## config.mk

```make
export PLATFORM = sky130hd
export DESIGN_NAME = sha256_sched_ctrl
export DESIGN_NICKNAME = d
export VERILOG_FILES = /design/src/rtl/sha256_sched_ctrl.sv
export SDC_FILE = /design/constraint.sdc
export NUM_CORES = 1
export LEC_CHECK = 0
export CORE_AREA = 2 2 412 414
export DETAILED_ROUTE_END_ITERATION = 7
export DIE_AREA = 0 0 414 416
export HOLD_SLACK_MARGIN = 0.12
export PLACE_DENSITY = 0.38
export SYNTH_ARGS = -nofsm -noshare
export SYNTH_HDL_FRONTEND = slang
export SYNTH_SLANG_ARGS = --single-unit
```

## constraint.sdc

```tcl
create_clock -name clk -period 20.7 [get_ports clk]
set_clock_uncertainty 0.15 [all_clocks]
set_input_delay 6.21 -clock clk [delete_from_list [all_inputs] [get_ports clk]]
set_output_delay 6.21 -clock clk [all_outputs]
set_load 0.03 [all_outputs]
```

## src/rtl/sha256_sched_ctrl.sv

```systemverilog
// SHA-256 message-schedule round controller: block handshake, load/slide sequencing, done pulse.
// Optional SHA_CTRL_BLKCNT_EN adds blk_count, a wrapping count of done pulses.
module sha256_sched_ctrl #(
  parameter int unsigned ROUNDS = 64,
  parameter int unsigned TW     = 6
) (
  input  logic          clk,
  input  logic          rst,
  input  logic          blk_valid,
  output logic          blk_ready,
  input  logic [511:0]  blk_data,
  input  logic          blk_last,
  input  logic          stall,
  input  logic          abort,
  output logic [511:0]  sched_block,
  output logic          sched_init,
  output logic          sched_shift,
  output logic [TW-1:0] sched_t,
  output logic          round_en,
  output logic          busy,
  output logic          done,
`ifdef SHA_CTRL_BLKCNT_EN
  output logic [31:0]   blk_count,
`endif
  output logic          done_last
);

  typedef enum logic [1:0] {StIdle, StLoad, StShift, StDone} state_e;

  localparam logic [TW-1:0] TLoadEnd = TW'(15);
  localparam logic [TW-1:0] TLast    = TW'(ROUNDS - 1);

  state_e        state_q, state_d;
  logic [TW-1:0] t_q, t_d;
  logic [511:0]  block_q;
  logic          last_q;
  logic          accept;

  always_comb begin
    state_d     = state_q;
    t_d         = t_q;
    sched_init  = 1'b0;
    sched_shift = 1'b0;
    round_en    = 1'b0;
    done        = 1'b0;
    done_last   = 1'b0;
    busy        = (state_q != StIdle);
    blk_ready   = (state_q == StIdle) && !rst;
    accept      = blk_valid && blk_ready;
    unique case (state_q)
      StIdle: begin
        if (accept) begin
          state_d = StLoad;
          t_d     = '0;
        end
      end
      StLoad: begin
        // abort wins over stall and over the round that would otherwise advance
        if (abort) begin
          state_d = StIdle;
          t_d     = '0;
        end else if (!stall) begin
          sched_init = 1'b1;
          round_en   = 1'b1;
          t_d        = t_q + TW'(1);
          if (t_q == TLoadEnd) state_d = StShift;
        end
      end
      StShift: begin
        if (abort) begin
          state_d = StIdle;
          t_d     = '0;
        end else if (!stall) begin
          sched_shift = 1'b1;
          round_en    = 1'b1;
          // leaving SHIFT instead of incrementing keeps t_q from wrapping
          if (t_q == TLast) state_d = StDone;
          else              t_d     = t_q + TW'(1);
        end
      end
      StDone: begin
        done      = 1'b1;
        done_last = last_q;
        state_d   = StIdle;
        t_d       = '0;
      end
      default: state_d = StIdle;
    endcase
  end

  always_ff @(posedge clk or posedge rst) begin
    if (rst) begin
      state_q <= StIdle;
      t_q     <= '0;
      block_q <= '0;
      last_q  <= 1'b0;
    end else begin
      state_q <= state_d;
      t_q     <= t_d;
      if (accept) begin
        block_q <= blk_data;
        last_q  <= blk_last;
      end
    end
  end

  assign sched_block = block_q;
  assign sched_t     = t_q;

`ifdef SHA_CTRL_BLKCNT_EN
  logic [31:0] cnt_q;
  logic        clr_q;

  // A final block clears the count one cycle after its done, so the count still shows it once.
  always_ff @(posedge clk or posedge rst) begin
    if (rst) begin
      cnt_q <= '0;
      clr_q <= 1'b0;
    end else begin
      clr_q <= done && done_last;
      if (clr_q)     cnt_q <= '0;
      else if (done) cnt_q <= cnt_q + 32'd1;
    end
  end

  assign blk_count = cnt_q;
`endif

endmodule

```

==> impl_metrics.json, run 1 <==
{
  "outcome": "complete, no violations",
  "netlist_area_um2": 19500,
  "synth-xor-area-share_pct": 0,
  "tritoncts": "done",
  "dpl.cell_count": 4371,
  "post_cts_buffers": 0,
  "rsz0062_at_grt": "no",
  "dieHeight_um": 416,
  "r2r_start": "state_q[0]$_DFFE_PP0P_",
  "die_w_um": 414,
  "first_pass_iters": 4,
  "worstSkewPairLatency_ps": 660,
  "cts_inserted_buffers": 74,
  "worstSetupStartpointType": "input port",
  "cp_data_arrival_time_ps": 8370,
  "synth_fp_nets": 1680,
  "fin_hold_ws_ps": 349,
  "yosysWarnings": 0,
  "core-area_um2": 168000,
  "cts.repair.resized": 0,
  "synth_edf_count": 0,
  "r2r_end": "sched_block[480]$_DFFE_PP0P_",
  "synth_fa_ha_area_share_pct": 0.384,
  "power.static_leakage_nw": 14.0,
  "clk_pin_slew_worst_paths_ps": 50,
  "synth-simple-area-share_pct": 0.807,
  "vdd_drop_max_mv": 0.0733,
  "setup_viol": 0,
  "antenna_found_initial": 47,
  "crit_type": "in2out",
  "clock_sinks": 521,
  "synth-compound-area-share_pct": 0.852,
  "grt_pass1_wl_um": 135000,
  "viasPerCell": 3.15,
  "muxShareOfSynthArea_pct": 29.6,
  "cp-end-kind": "primary output",
  "final_cell_mix": "clkdlybuf4s50_1 (1042), dfrtp_1 (521), mux2_2 (513)",
  "initial_core_util_pct": 11.6,
  "area_growth_pct": 80.1,
  "ys.flop_type": "dfrtp_1",
  "synth_top_family_by_area": "multiplexers",
  "die_area_um2": 172000,
  "ys_types": 27,
  "ant_nets": 0,
  "maxCapViolations": 0,
  "min_from": "sched_block[452]$_DFFE_PP0P_",
  "hold_viol": 0,
  "cp.required_ps": 14340,
  "avgSynthCellArea_um2": 16.9,
  "grt_max_degree": 162,
  "rr_worst_depth": 6,
  "syn_inst": 1156,
  "wirelength_um": 100000,
  "max-slew-margin-rel_pct": 18.9,
  "drive_above_1_share_pct": 28.7,
  "htreeDepth": 3,
  "vias": 14200,
  "layoutNonFillerInstCount": 4515,
  "finalCritPeriodShare_pct": 71.1,
  "gr-total-overflow": 0,
  "rows": 151,
  "port_buffers": 1042,
  "max_clock_freq_ghz": 0.0679,
  "seqCellArea_um2": 13000,
  "final_common_cell": "clkdlybuf4s50_1",
  "hold_buffers": 0,
  "drc": 0,
  "ys_seq_area_share_pct": 66.7,
  "grt_use_total_pct": 11.4,
  "dpl.hpwl_um": 79100,
  "grt_pass1_vias": 15300,
  "synth-async-reset-ratio_pct": 100,
  "synth-seq-cells": 521,
  "min_period_ps": 14730,
  "min_path_type": "reg2reg",
  "finalPower_w": 0.00630,
  "fillers": 18100,
  "cts_buffer_depth": 3,
  "powerDensity_nw_per_um2": 179,
  "detail_route.wl_per_cell_um": 22.2,
  "min_to": "sched_block[452]$_DFFE_PP0P_",
  "multi_input_area_um2": 6190,
  "io_pins": 1043,
  "layout.nets": 2753,
  "place.gp.congestion": 0.804,
  "cp_max_fo": 6,
  "maxSlewViolCount": 0,
  "tightestPinTransition_ps": 1220,
  "tns_ps": 0,
  "cts-root-buf": "clkbuf_16",
  "reg2reg_setup_slack_ps": 16700,
  "hold_depth": 1,
  "first_iter_violations": 432
}
[cells by family after synthesis]
group | count (synthesis)
buffers and inverters | 65
multiplexers | 513
AND/OR/NAND/NOR | 29
adder cells (fa/ha/maj) | 6
AO/OA/AOI/OAI | 22
flip-flops | 521
[registers in the layout, summed over array words and instances, names as in the netlist]
| name | flops |
|---|---|
| sched_block | 512 |
| last_q | 1 |
| state_q | 2 |
| sched_t | 6 |
[worst max-delay path, cell delays in order]
cell             delay, ps
clkdlybuf4s50_1        510
nand2b_1               280
nor2_1                 540
clkdlybuf4s50_1        810
[synthesized netlist by cell type, types with 2 or more instances]
| cell type | n | area [um2] |
|---|---|---|
| a21oi_1 | 3 | 15.0 |
| or3_1 | 2 | 12.5 |
| o21ai_0 | 4 | 20.0 |
| a31oi_1 | 3 | 18.8 |
| nor3_1 | 2 | 10.0 |
| nand3_1 | 3 | 15.0 |
| o31ai_2 | 4 | 50.1 |
| mux2_2 | 513 | 5780 |
| buf_2 | 56 | 280 |
| o31ai_1 | 4 | 30.0 |
| inv_1 | 7 | 26.3 |
| nor2_1 | 10 | 37.5 |
| ha_1 | 6 | 75.1 |
| nand2b_1 | 4 | 25.0 |
| dfrtp_1 | 521 | 13000 |
| buf_6 | 2 | 22.5 |
| nor2b_1 | 2 | 12.5 |
[how the worst max path moves through the flow]
stage / start / endpoint / depth (start not counted)
final: abort / round_en / 4
after CTS: abort / round_en / 4
after floorplan: rst / last_q$_DFFE_PP0P_ / 1
after global routing: abort / round_en / 4
after global placement: abort / round_en / 4
after detailed placement: abort / round_en / 4
[power by group]
part	internal (W)	switching (W)
logic	0.00137	0.00175
registers	0.00153	0.000298
clock network	0.000800	0.000549
[through the flow]
stage                     utilization [%]  instance area (um2)  worst slack [ps]
final                                20.9                35200              5970
after global routing                 20.9                35200              5810
after CTS                            20.9                35200              5850
after detailed placement             19.4                32600              5870
after global placement               19.4                32600              5860
after floorplan                         -                19500              7260
[per-layer routing]
layer	part of all wire, %	up-vias	global-route usage [%]
met5	0.26	-	0
met4	2.0	40	2.83
met3	8.4	159	4.63
met2	53	521	20.6
met1	36	7244	12.2
li1	-	6262	-
[cell type report]
cell class                 instances  share of cell area, %
clock inverter                    26                   1.06
timing repair buffer            1055                   30.0
clock buffer                     110                   6.27
multi-input combinational        570                   17.6
sequential                       521                   37.0
inverter                           7                 0.0853
antenna                            8                 0.0569
tap                             2218                   7.88
Power figures use the tool's default switching activity.
==> run 2, diff against run 1 <==
CORE_AREA = 2 2 408 410   (was 2 2 412 414)
DIE_AREA = 0 0 410 412   (was 0 0 414 416)
PLACE_DENSITY = 0.37   (was 0.38)
clock period = 13.58 ns   (was 20.7 ns; I/O delays follow)
==> run 2 against run 1 <==
Sequential share of layout area rose by 0.18 points; cell count fell by 0.80%; first-iteration DRC count rose by 8.8%; sequential cell count did not move; sequential power rose by 50%; critical path depth did not move; clock power rose by 46%; non-clock buffer count rose by 1; worst setup slack got worse by 2900 ps; combinational power rose by 53%; global-route usage barely moved; critical endpoint unchanged.
==> impl_metrics.json, run 2 (synthesized netlist as in run 1, its figures left out) <==
{
  "grt_pass1_vias": 15300,
  "layoutNonFillerInstCount": 4479,
  "r2r_start": "state_q[0]$_DFFE_PP0P_",
  "finalCritPeriodShare_pct": 77.2,
  "drive_above_1_share_pct": 28.3,
  "dieHeight_um": 412,
  "drt-met1-wl_um": 36400,
  "worstSetupStartpointType": "input port",
  "place.gp.congestion": 0.772,
  "fillers": 17700,
  "maxSlewViolCount": 0,
  "antenna_found_initial": 30,
  "hold_depth": 1,
  "setup_viol": 0,
  "cp_max_fo": 6,
  "largest_reg_flops": 512,
  "cp-end-kind": "primary output",
  "drc": 0,
  "grt_max_degree": 141,
  "final_cell_mix": "clkdlybuf4s50_1 (1042), dfrtp_1 (521), mux2_2 (513)",
  "cts.repair.resized": 0,
  "vias": 14200,
  "rows": 149,
  "dpl_cell_area_um2": 32600,
  "die_area_um2": 169000,
  "crit_end": "round_en",
  "r2r_end": "sched_block[19]$_DFFE_PP0P_",
  "grt_use_total_pct": 11.3,
  "cp_data_arrival_time_ps": 6260,
  "cp-startpoint": "abort",
  "port_buffers": 1042,
  "core-area_um2": 164000,
  "detail_route.wl_per_cell_um": 22.2,
  "htreeDepth": 3,
  "clock_sinks": 521,
  "cts_inserted_buffers": 73,
  "worstSkewPairLatency_ps": 630,
  "first_iter_violations": 470,
  "post_cts_buffers": 0,
  "dpl.hpwl_um": 78200,
  "die_w_um": 410,
  "tightestPinTransition_ps": 1000,
  "final_area_um2": 35000,
  "rsz0062_at_grt": "no",
  "gr-total-overflow": 0,
  "outcome": "complete, no violations",
  "first_pass_iters": 4,
  "grt_pass1_wl_um": 133000,
  "io_pins": 1043,
  "tritoncts": "done",
  "vdd_drop_max_mv": 0.108,
  "fin_util_pct": 21.3,
  "route.top_layer_used": "met5",
  "ant_nets": 0,
  "viasPerCell": 3.18,
  "power.static_leakage_nw": 13.9,
  "cts_buffer_depth": 3,
  "wl_met2_um": 51800,
  "reg2reg_setup_slack_ps": 9850,
  "max_clock_freq_ghz": 0.0954,
  "clk_pin_slew_worst_paths_ps": 50,
  "wirelength_um": 99300,
  "final_common_cell": "clkdlybuf4s50_1",
  "hold_buffers": 0,
  "dpl.cell_count": 4343,
  "crit_type": "in2out",
  "cp.required_ps": 9360,
  "max-slew-margin-rel_pct": 33.0,
  "tns_ps": 0,
  "cts-root-buf": "clkbuf_16",
  "area_growth_pct": 79.2,
  "min_period_ps": 10480,
  "maxCapViolations": 0,
  "hold_viol": 0,
  "layout.nets": 2753,
  "initial_core_util_pct": 11.9,
  "wl_met3_um": 8980,
  "powerDensity_nw_per_um2": 271,
  "min_path_type": "reg2reg",
  "fin_hold_ws_ps": 349,
  "rr_worst_depth": 6
}
==> run 2: how the worst min path moves through the flow <==
stage | to | from | slack (ps)
floorplan | last_q$_DFFE_PP0P_ | last_q$_DFFE_PP0P_ | 320
global placement | last_q$_DFFE_PP0P_ | last_q$_DFFE_PP0P_ | 330
detailed placement | last_q$_DFFE_PP0P_ | last_q$_DFFE_PP0P_ | 340
CTS | last_q$_DFFE_PP0P_ | last_q$_DFFE_PP0P_ | 350
global route | sched_block[29]$_DFFE_PP0P_ | sched_block[29]$_DFFE_PP0P_ | 360
finish | sched_block[366]$_DFFE_PP0P_ | sched_block[366]$_DFFE_PP0P_ | 350
==> run 2: layout make-up <==
| class | instances | area [um2] | area share [%] |
|---|---|---|---|
| flip-flops and latches | 521 | 13000 | 37.2 |
| repair buffers | 1056 | 10600 | 30.2 |
| multi-input cells | 570 | 6190 | 17.7 |
| well taps | 2189 | 2740 | 7.82 |
| clock buffers | 110 | 2170 | 6.19 |
| clock inverters | 20 | 259 | 0.739 |
| inverters | 7 | 30.0 | 0.0857 |
| diodes | 6 | 15.0 | 0.0429 |
==> run 2: through the flow <==
step	power [W]	worst slack (ps)
floorplan	0.00522	2280
global placement	0.00767	2800
detailed placement	0.00767	2820
CTS	0.00975	2810
global route	0.00999	2790
finish	0.00950	3100
==> run 2: worst max-delay path: stages <==
cell	delay (ps)
clkdlybuf4s50_1	590
nand2b_1	320
nor2_1	450
clkdlybuf4s50_1	800
==> run 2: where the power goes <==
part	switching (W)	internal [W]	leakage (nW)
combinational	0.00270	0.00209	6.56
clock	0.000786	0.00118	1.19
sequential	0.000411	0.00234	6.19
total	0.00389	0.00561	13.9
==> run 2: layer usage <==
metal  GRT usage, %  vias to the layer above
li1               -                     6258
met1           12.1                     7210
met2           20.5                      559
met3           5.07                      149
met4           2.28                       52
met5              0                        -
